--- src/rtl/sprite_regs_dbuf_if.sv ---
// CPU register bus for the sprite register file: address, write data/enable,
// combinational read data and the write-error pulse.
interface sprite_regs_dbuf_if #(
  parameter int DATA_W = 16,
  parameter int ADDR_W = 6
);
  logic [ADDR_W-1:0] reg_addr;
  logic [DATA_W-1:0] in;
  logic              we;
  logic [DATA_W-1:0] out;
  logic              wr_err;

  modport master (output reg_addr, output in, output we, input out, input wr_err);
  modport slave  (input reg_addr, input in, input we, output out, output wr_err);
endinterface

--- src/rtl/sprite_regs_dbuf.sv ---
// Double-buffered sprite register file: the CPU fills a shadow bank, and the
// video engine reads an active bank that is refreshed from shadow at frame strobes.
//
// state  | meaning
// S_IDLE | no commit owed; an unlocked frame strobe commits immediately
// S_PEND | a strobe arrived while locked; commit as soon as the lock clears
module sprite_regs_dbuf #(
  parameter int DATA_W      = 16,
  parameter int ADDR_W      = 6,
  parameter int NUM_REGS    = 43,
  parameter int STATUS_BASE = 48,
  parameter int NUM_STATUS  = 4,
  parameter int LOCK_IDX    = 32
) (
  input  logic                         clk,
  input  logic                         reset,
  sprite_regs_dbuf_if.slave            cpu,
  input  logic [NUM_STATUS*DATA_W-1:0] status_in,
  input  logic                         frame_strobe,
  input  logic [ADDR_W-1:0]            vid_addr,
  output logic [DATA_W-1:0]            vid_data,
  output logic                         commit_pending,
  output logic [7:0]                   commit_cnt
);

  typedef enum logic {S_IDLE, S_PEND} state_t;

  state_t            r_state;
  state_t            w_state_nxt;
  logic              w_commit;
  logic              w_locked;

  logic [DATA_W-1:0] r_shadow [NUM_REGS];
  logic [DATA_W-1:0] r_active [NUM_REGS];
  logic [DATA_W-1:0] r_status [NUM_STATUS];
  logic [DATA_W-1:0] r_vid_data;
  logic              r_wr_err;
  logic [7:0]        r_commit_cnt;

  logic [NUM_REGS-1:0]   w_reg_hit;
  logic [NUM_STATUS-1:0] w_stat_hit;
  logic [NUM_REGS-1:0]   w_vid_hit;
  logic [DATA_W-1:0]     w_rd_data;
  logic [DATA_W-1:0]     w_vid_rd;

  always_comb begin
    w_reg_hit  = '0;
    w_stat_hit = '0;
    w_vid_hit  = '0;
    for (int i = 0; i < NUM_REGS; i++) begin
      w_reg_hit[i] = (cpu.reg_addr == ADDR_W'(i));
      w_vid_hit[i] = (vid_addr == ADDR_W'(i));
    end
    for (int i = 0; i < NUM_STATUS; i++)
      w_stat_hit[i] = (cpu.reg_addr == ADDR_W'(STATUS_BASE + i));
  end

  // One-hot decode makes unmapped addresses fall through to zero.
  always_comb begin
    w_rd_data = '0;
    w_vid_rd  = '0;
    for (int i = 0; i < NUM_REGS; i++) begin
      if (w_reg_hit[i]) w_rd_data = r_shadow[i];
      if (w_vid_hit[i]) w_vid_rd  = r_active[i];
    end
    for (int i = 0; i < NUM_STATUS; i++)
      if (w_stat_hit[i]) w_rd_data = r_status[i];
  end

  assign w_locked = r_shadow[LOCK_IDX][0];

  always_comb begin
    w_state_nxt = r_state;
    w_commit    = 1'b0;
    case (r_state)
      S_IDLE: begin
        if (frame_strobe) begin
          if (w_locked) w_state_nxt = S_PEND;
          else          w_commit    = 1'b1;
        end
      end
      S_PEND: begin
        if (!w_locked) begin
          w_commit    = 1'b1;
          w_state_nxt = S_IDLE;
        end
      end
      default: w_state_nxt = S_IDLE;
    endcase
  end

  always_ff @(posedge clk or negedge reset) begin
    if (!reset) r_state <= S_IDLE;
    else        r_state <= w_state_nxt;
  end

  // Commit copies the pre-edge shadow, so a same-edge CPU write waits for the next commit.
  always_ff @(posedge clk or negedge reset) begin
    if (!reset) begin
      for (int i = 0; i < NUM_REGS; i++) begin
        r_shadow[i] <= '0;
        r_active[i] <= '0;
      end
      for (int i = 0; i < NUM_STATUS; i++) r_status[i] <= '0;
      r_vid_data   <= '0;
      r_wr_err     <= 1'b0;
      r_commit_cnt <= '0;
    end else begin
      r_vid_data <= w_vid_rd;
      r_wr_err   <= cpu.we & ~(|w_reg_hit);
      for (int i = 0; i < NUM_STATUS; i++)
        r_status[i] <= status_in[i*DATA_W +: DATA_W];
      for (int i = 0; i < NUM_REGS; i++)
        if (cpu.we && w_reg_hit[i]) r_shadow[i] <= cpu.in;
      if (w_commit) begin
        for (int i = 0; i < NUM_REGS; i++) r_active[i] <= r_shadow[i];
        r_commit_cnt <= r_commit_cnt + 8'd1;
      end
    end
  end

  assign cpu.out        = w_rd_data;
  assign cpu.wr_err     = r_wr_err;
  assign vid_data       = r_vid_data;
  assign commit_pending = (r_state == S_PEND);
  assign commit_cnt     = r_commit_cnt;

endmodule

--- src/flat_wrapper.sv ---
// flat-port wrapper written by rule: the top's interface ports become plain ports
module sprite_regs_dbuf_flat 
#(
  parameter int DATA_W      = 16,
  parameter int ADDR_W      = 6,
  parameter int NUM_REGS    = 43,
  parameter int STATUS_BASE = 48,
  parameter int NUM_STATUS  = 4,
  parameter int LOCK_IDX    = 32
)
  (clk, reset, status_in, frame_strobe, vid_addr, vid_data, commit_pending, commit_cnt, cpu_reg_addr, cpu_in, cpu_we, cpu_out, cpu_wr_err);
  sprite_regs_dbuf_if #(.DATA_W(DATA_W), .ADDR_W(ADDR_W)) cpu_i ();
  input  logic clk;
  input  logic reset;
  input  logic [NUM_STATUS*DATA_W-1:0] status_in;
  input  logic frame_strobe;
  input  logic [ADDR_W-1:0] vid_addr;
  output logic [DATA_W-1:0] vid_data;
  output logic commit_pending;
  output logic [7:0] commit_cnt;
  input wire logic [$bits(cpu_i.reg_addr)-1:0] cpu_reg_addr;
  input wire logic [$bits(cpu_i.in)-1:0] cpu_in;
  input wire logic [$bits(cpu_i.we)-1:0] cpu_we;
  output wire logic [$bits(cpu_i.out)-1:0] cpu_out;
  output wire logic [$bits(cpu_i.wr_err)-1:0] cpu_wr_err;
  assign cpu_i.reg_addr = cpu_reg_addr;
  assign cpu_i.in = cpu_in;
  assign cpu_i.we = cpu_we;
  assign cpu_out = cpu_i.out;
  assign cpu_wr_err = cpu_i.wr_err;
  sprite_regs_dbuf #(.DATA_W(DATA_W), .ADDR_W(ADDR_W), .NUM_REGS(NUM_REGS), .STATUS_BASE(STATUS_BASE), .NUM_STATUS(NUM_STATUS), .LOCK_IDX(LOCK_IDX)) u_core (.clk(clk), .reset(reset), .cpu(cpu_i), .status_in(status_in), .frame_strobe(frame_strobe), .vid_addr(vid_addr), .vid_data(vid_data), .commit_pending(commit_pending), .commit_cnt(commit_cnt));
endmodule
--- config.mk ---
export PLATFORM = sky130hd
export DESIGN_NAME = sprite_regs_dbuf_flat
export DESIGN_NICKNAME = d
export VERILOG_FILES = /design/src/rtl/sprite_regs_dbuf_if.sv /design/src/rtl/sprite_regs_dbuf.sv /design/src/flat_wrapper.sv
export SDC_FILE = /design/constraint.sdc
export NUM_CORES = 2
export LEC_CHECK = 0
export CAP_MARGIN = 30
export CORE_MARGIN = 2
export CORE_UTILIZATION = 57
export DETAILED_ROUTE_END_ITERATION = 6
export HOLD_SLACK_MARGIN = 0.1
export PLACE_DENSITY = 0.89
export SETUP_SLACK_MARGIN = 0.05
export SYNTH_ARGS = -nofsm -noshare
export SYNTH_HDL_FRONTEND = slang
export SYNTH_SLANG_ARGS = --single-unit
--- constraint.sdc ---
create_clock -name clk -period 3.6 [get_ports clk]
set_input_delay 0.9 -clock clk [delete_from_list [all_inputs] [get_ports clk]]
set_output_delay 0.9 -clock clk [all_outputs]
set_load 0.02 [all_outputs]
==> metrics.csv <==
stage;metric;value;unit
critical_path;Buf/Inv on CP;7;
route;final WL;348000;um
yosys;Mapped Nets;7107;
outcome;failing checks;DRC, setup timing;
clock_tree;CTS Buffer Depth;3;
timing;Slew Limit Fails;0;
grt;first-pass GRT wire length;484000;um
yosys;FFs w/ async S/R, synth;100;%
yosys;most area-consuming cells after synthesis;dfrtp_1, nand2_1, mux2_2;
route;DR iter-0 viols;11900;
yosys;number of enable flip-flop cells after synthesis;0;
critical_path;Worst Path Max Fanout;4;
timing;Final period util;135;%
layout;sequential cell area;0.0367;sq mm
critical_path;most frequent cell on the critical path;buf_6;
yosys;syn_area_per_cell;9.79;sq um
yosys;Synth top cells by count;nand2_1, dfrtp_1, mux2_2;
critical_path;Data arrival, critical path;3950;ps
die;io pins;138;
critical_path;worst reg2reg setup slack;130;ps
timing;Final Setup Violations;17;
timing;Setup TNS;-14720;ps
timing;Slew HR;21.5;%
pwr;PD cells;528;mW/mm^2
clock_tree;CTS Sinks;1466;
grt;initial antenna violation count;39;
yosys;post-synth cell types;95;
worst_hold_path;Hold WC Path Type;reg -> reg;
die;initial core utilization;57.4;%
layout;final design area excluding fillers;0.0889;sq mm
critical_path;Critical Path Slowest Stage Cell;a2111oi_4;
yosys;most common cell in the netlist;nand2_1;
clock_tree;CTS tree;yes;
layout;Syn-to-layout area delta;29.5;%
critical_path;required time of the critical path;2700;ps
place;hpwl dp;244000;um
timing;RSZ-0062 raised after global routing;true;
yosys;cell area after synthesis;0.0686;sq mm
route;post-DR vias/cell;6.95;
route;via count;67900;
yosys;sequential fraction of the synthesis area;53.5;%
yosys;post-synth top area share;53.5;%
clock_tree;H-tree depth;4;
critical_path;Setup CP Type;in -> out;
clock_tree;TritonCTS Buffers;155;
timing;clock skew;33.4;ps
route;post-route ant nets;0;
place;routability cong.;1.11;
timing;final hold vios;0;
route;DRC Markers;34;
critical_path;Crit path largest cell delay;660;ps
route;1st-pass router iterations;7;
yosys;Yosys top cell by area;dfrtp_1;
layout;Fillers;8113;
timing;fin crit period;4850;ps
timing;hold_ws;470;ps
clock_tree;CTS root buf;clkbuf_16;
route;DR WL/cell;35.6;um
grt;vias in the first global route;65100;
run;Max-Cap Viols;0;
layout;area of the multi-input gates;0.0315;sq mm
place;Buffers on Ports;137;
critical_path;critical path cell sequence;buf_12, bufbuf_16, buf_4, and2b_2, and2_4, buf_6, nand2_2, buf_6, buf_4, nand4_1, or3_4, a2111oi_4, nor2_4, buf_6;
critical_path;startpoint types;input pin;
pwr;Lkg Pwr;44.1;nW
die;Die ar.;0.123;sq mm
timing;worst-margin pin slew;1180;ps
grt;total gr overflow;0;
yosys;ys flop type;dfrtp_1;
timing;post-route setup slack;-1250;ps
clock_tree;clock slew at reported path FFs;60;ps
outcome;outcome;finished with violations;
grt;aggregate global-route resource usage;56.1;%
timing;f_max;0.206;GHz
critical_path;Top delay family on crit path;simple AND/OR/NAND/NOR gates;
yosys;cells after synthesis;7010;
pwr;VDD IR max;0.630;mV
die;Die H;351;um
grt;largest net degree at the start of global routing;116;
layout;nets@finish;8114;
die;Rows;127;
yosys;synth warn;0;
place;DP Area;0.0800;sq mm
die;CORE AREA;0.120;sq mm
critical_path;CP Capture Type;output pin;
clock_tree;clk_lat worst skew;820;ps
layout;Finished Core Util;74.3;%
yosys;Synth Register Bits;1466;
die;die width;351;um
pwr;Pwr Total;46.9;mW
layout;layout cells sized above 1;31.6;%
==> cell families after synthesis <==
logic type	Yosys count	share of synthesized area [%]
AOI/OAI and AO/OA	1265	11.9
xor gates and xnor gates	8	0.102
adders and majority gates	1	0.0182
buffers and inverters	562	3.43
and+or+nand+nor	2859	17.0
DFF	1466	53.5
muxes	849	14.1
==> cell usage in the layout, fill, tap and decap left out, types with 21 or more instances in the layout <==
cell             Yosys  routed
nor2_1             238     217
o22ai_1             94      88
buf_12               0     138
buf_6                3     114
clkbuf_8             0      33
clkbuf_1           353      35
inv_1               26      24
clkdlybuf4s50_1      0      91
nor2b_1             27      22
a211oi_1            41      32
buf_4               12     997
a31oi_1             37      33
o211ai_1            35      35
o221ai_1            50      38
clkinv_2             0      21
a21oi_1            293     267
a22oi_1            112      95
dfrtp_1           1466    1466
mux2_2             711     712
nand2_1           2267    2250
mux2i_1            104     103
nand3_1             93      83
a221oi_1            51      37
clkbuf_16            0     160
a22o_1              25      21
and3_1              26      23
o21ai_0            317     298
nor3_1              56      44
nor2_4               1      25
nand4_1             28      28
==> layout make-up <==
cell class	instances	area share, %
Clock buffer	223	5.05
Clock inverter	58	0.907
Multi-Input combinational cell	4982	35.5
Tap cell	1612	2.27
Antenna cell	16	0.0451
Inverter	28	0.118
Sequential cell	1466	41.3
Timing Repair Buffer	1384	14.8
==> report_power, final <==
group | internal, mW | total [mW] | switching (mW) | leakage (nW)
Clock | 9.73 | 17.0 | 7.24 | 2.58
Sequential | 19.0 | 21.8 | 2.86 | 19.4
Combinational | 3.22 | 8.09 | 4.86 | 22.1
Total | 31.9 | 46.9 | 15.0 | 44.1
==> timing repair <==
item                                    CTS  global route
buffers inserted                         66            63
gates cloned                             11             2
endpoints found under the hold margin    12             0
hold buffers                              1             0
resized for setup                       451           161
endpoints found under the setup margin   29            27
pin swaps                               102           107
==> worst register-to-register path: stages, from the launching register on <==
cell,delay (ps)
dfrtp_1,410
mux4_2,650
a221o_1,390
o31ai_2,480
buf_4,230
a21oi_1,60
buf_4,190
o21ai_0,240
buf_4,160
a211o_1,160
buf_12,150
a21oi_2,80
buf_4,160
==> through the flow <==
step                      cells  worst slack, ps
after global placement     9341            -2540
after detailed placement   9344            -2510
final                      9769            -1250
after floorplan            7010             -111
after CTS                  9699            -1050
after global routing       9757            -1170
==> per-layer routing <==
| layer | GRT usage (%) | vias up | part of all wire (%) |
|---|---|---|---|
| li1 | - | 26300 | - |
| met1 | 69.2 | 33100 | 34 |
| met2 | 74.0 | 6421 | 39 |
| met3 | 29.3 | 1967 | 18 |
| met4 | 41.4 | 36 | 9.6 |
| met5 | 1.37 | - | 0.14 |
==> sequential cells by signal, indices dropped and copies added (netlist names) <==
signal	count
u_core.commit_cnt	8
u_core.commit_pending	1
u_core.cpu.wr_err	1
u_core.r_active	688
u_core.r_shadow	688
u_core.r_status	64
u_core.vid_data	16
==> worst paths after layout <==
path                                                       start                                to  depth (start not counted)
worst min register to register  u_core.r_active[340]$_DFFE_PN0P_  u_core.r_active[340]$_DFFE_PN0P_                          2
max in group asynchronous                                  reset  u_core.r_shadow[386]$_DFFE_PN0P_                          3
worst min-delay path            u_core.r_active[340]$_DFFE_PN0P_  u_core.r_active[340]$_DFFE_PN0P_                          2
min in group asynchronous                                  reset  u_core.r_shadow[595]$_DFFE_PN0P_                          2
worst max-delay path                             cpu_reg_addr[4]                       cpu_out[13]                         14
worst max register to register  u_core.r_active[635]$_DFFE_PN0P_     u_core.vid_data[11]$_DFF_PN0_                         12
(Power assumes the default switching activity.)
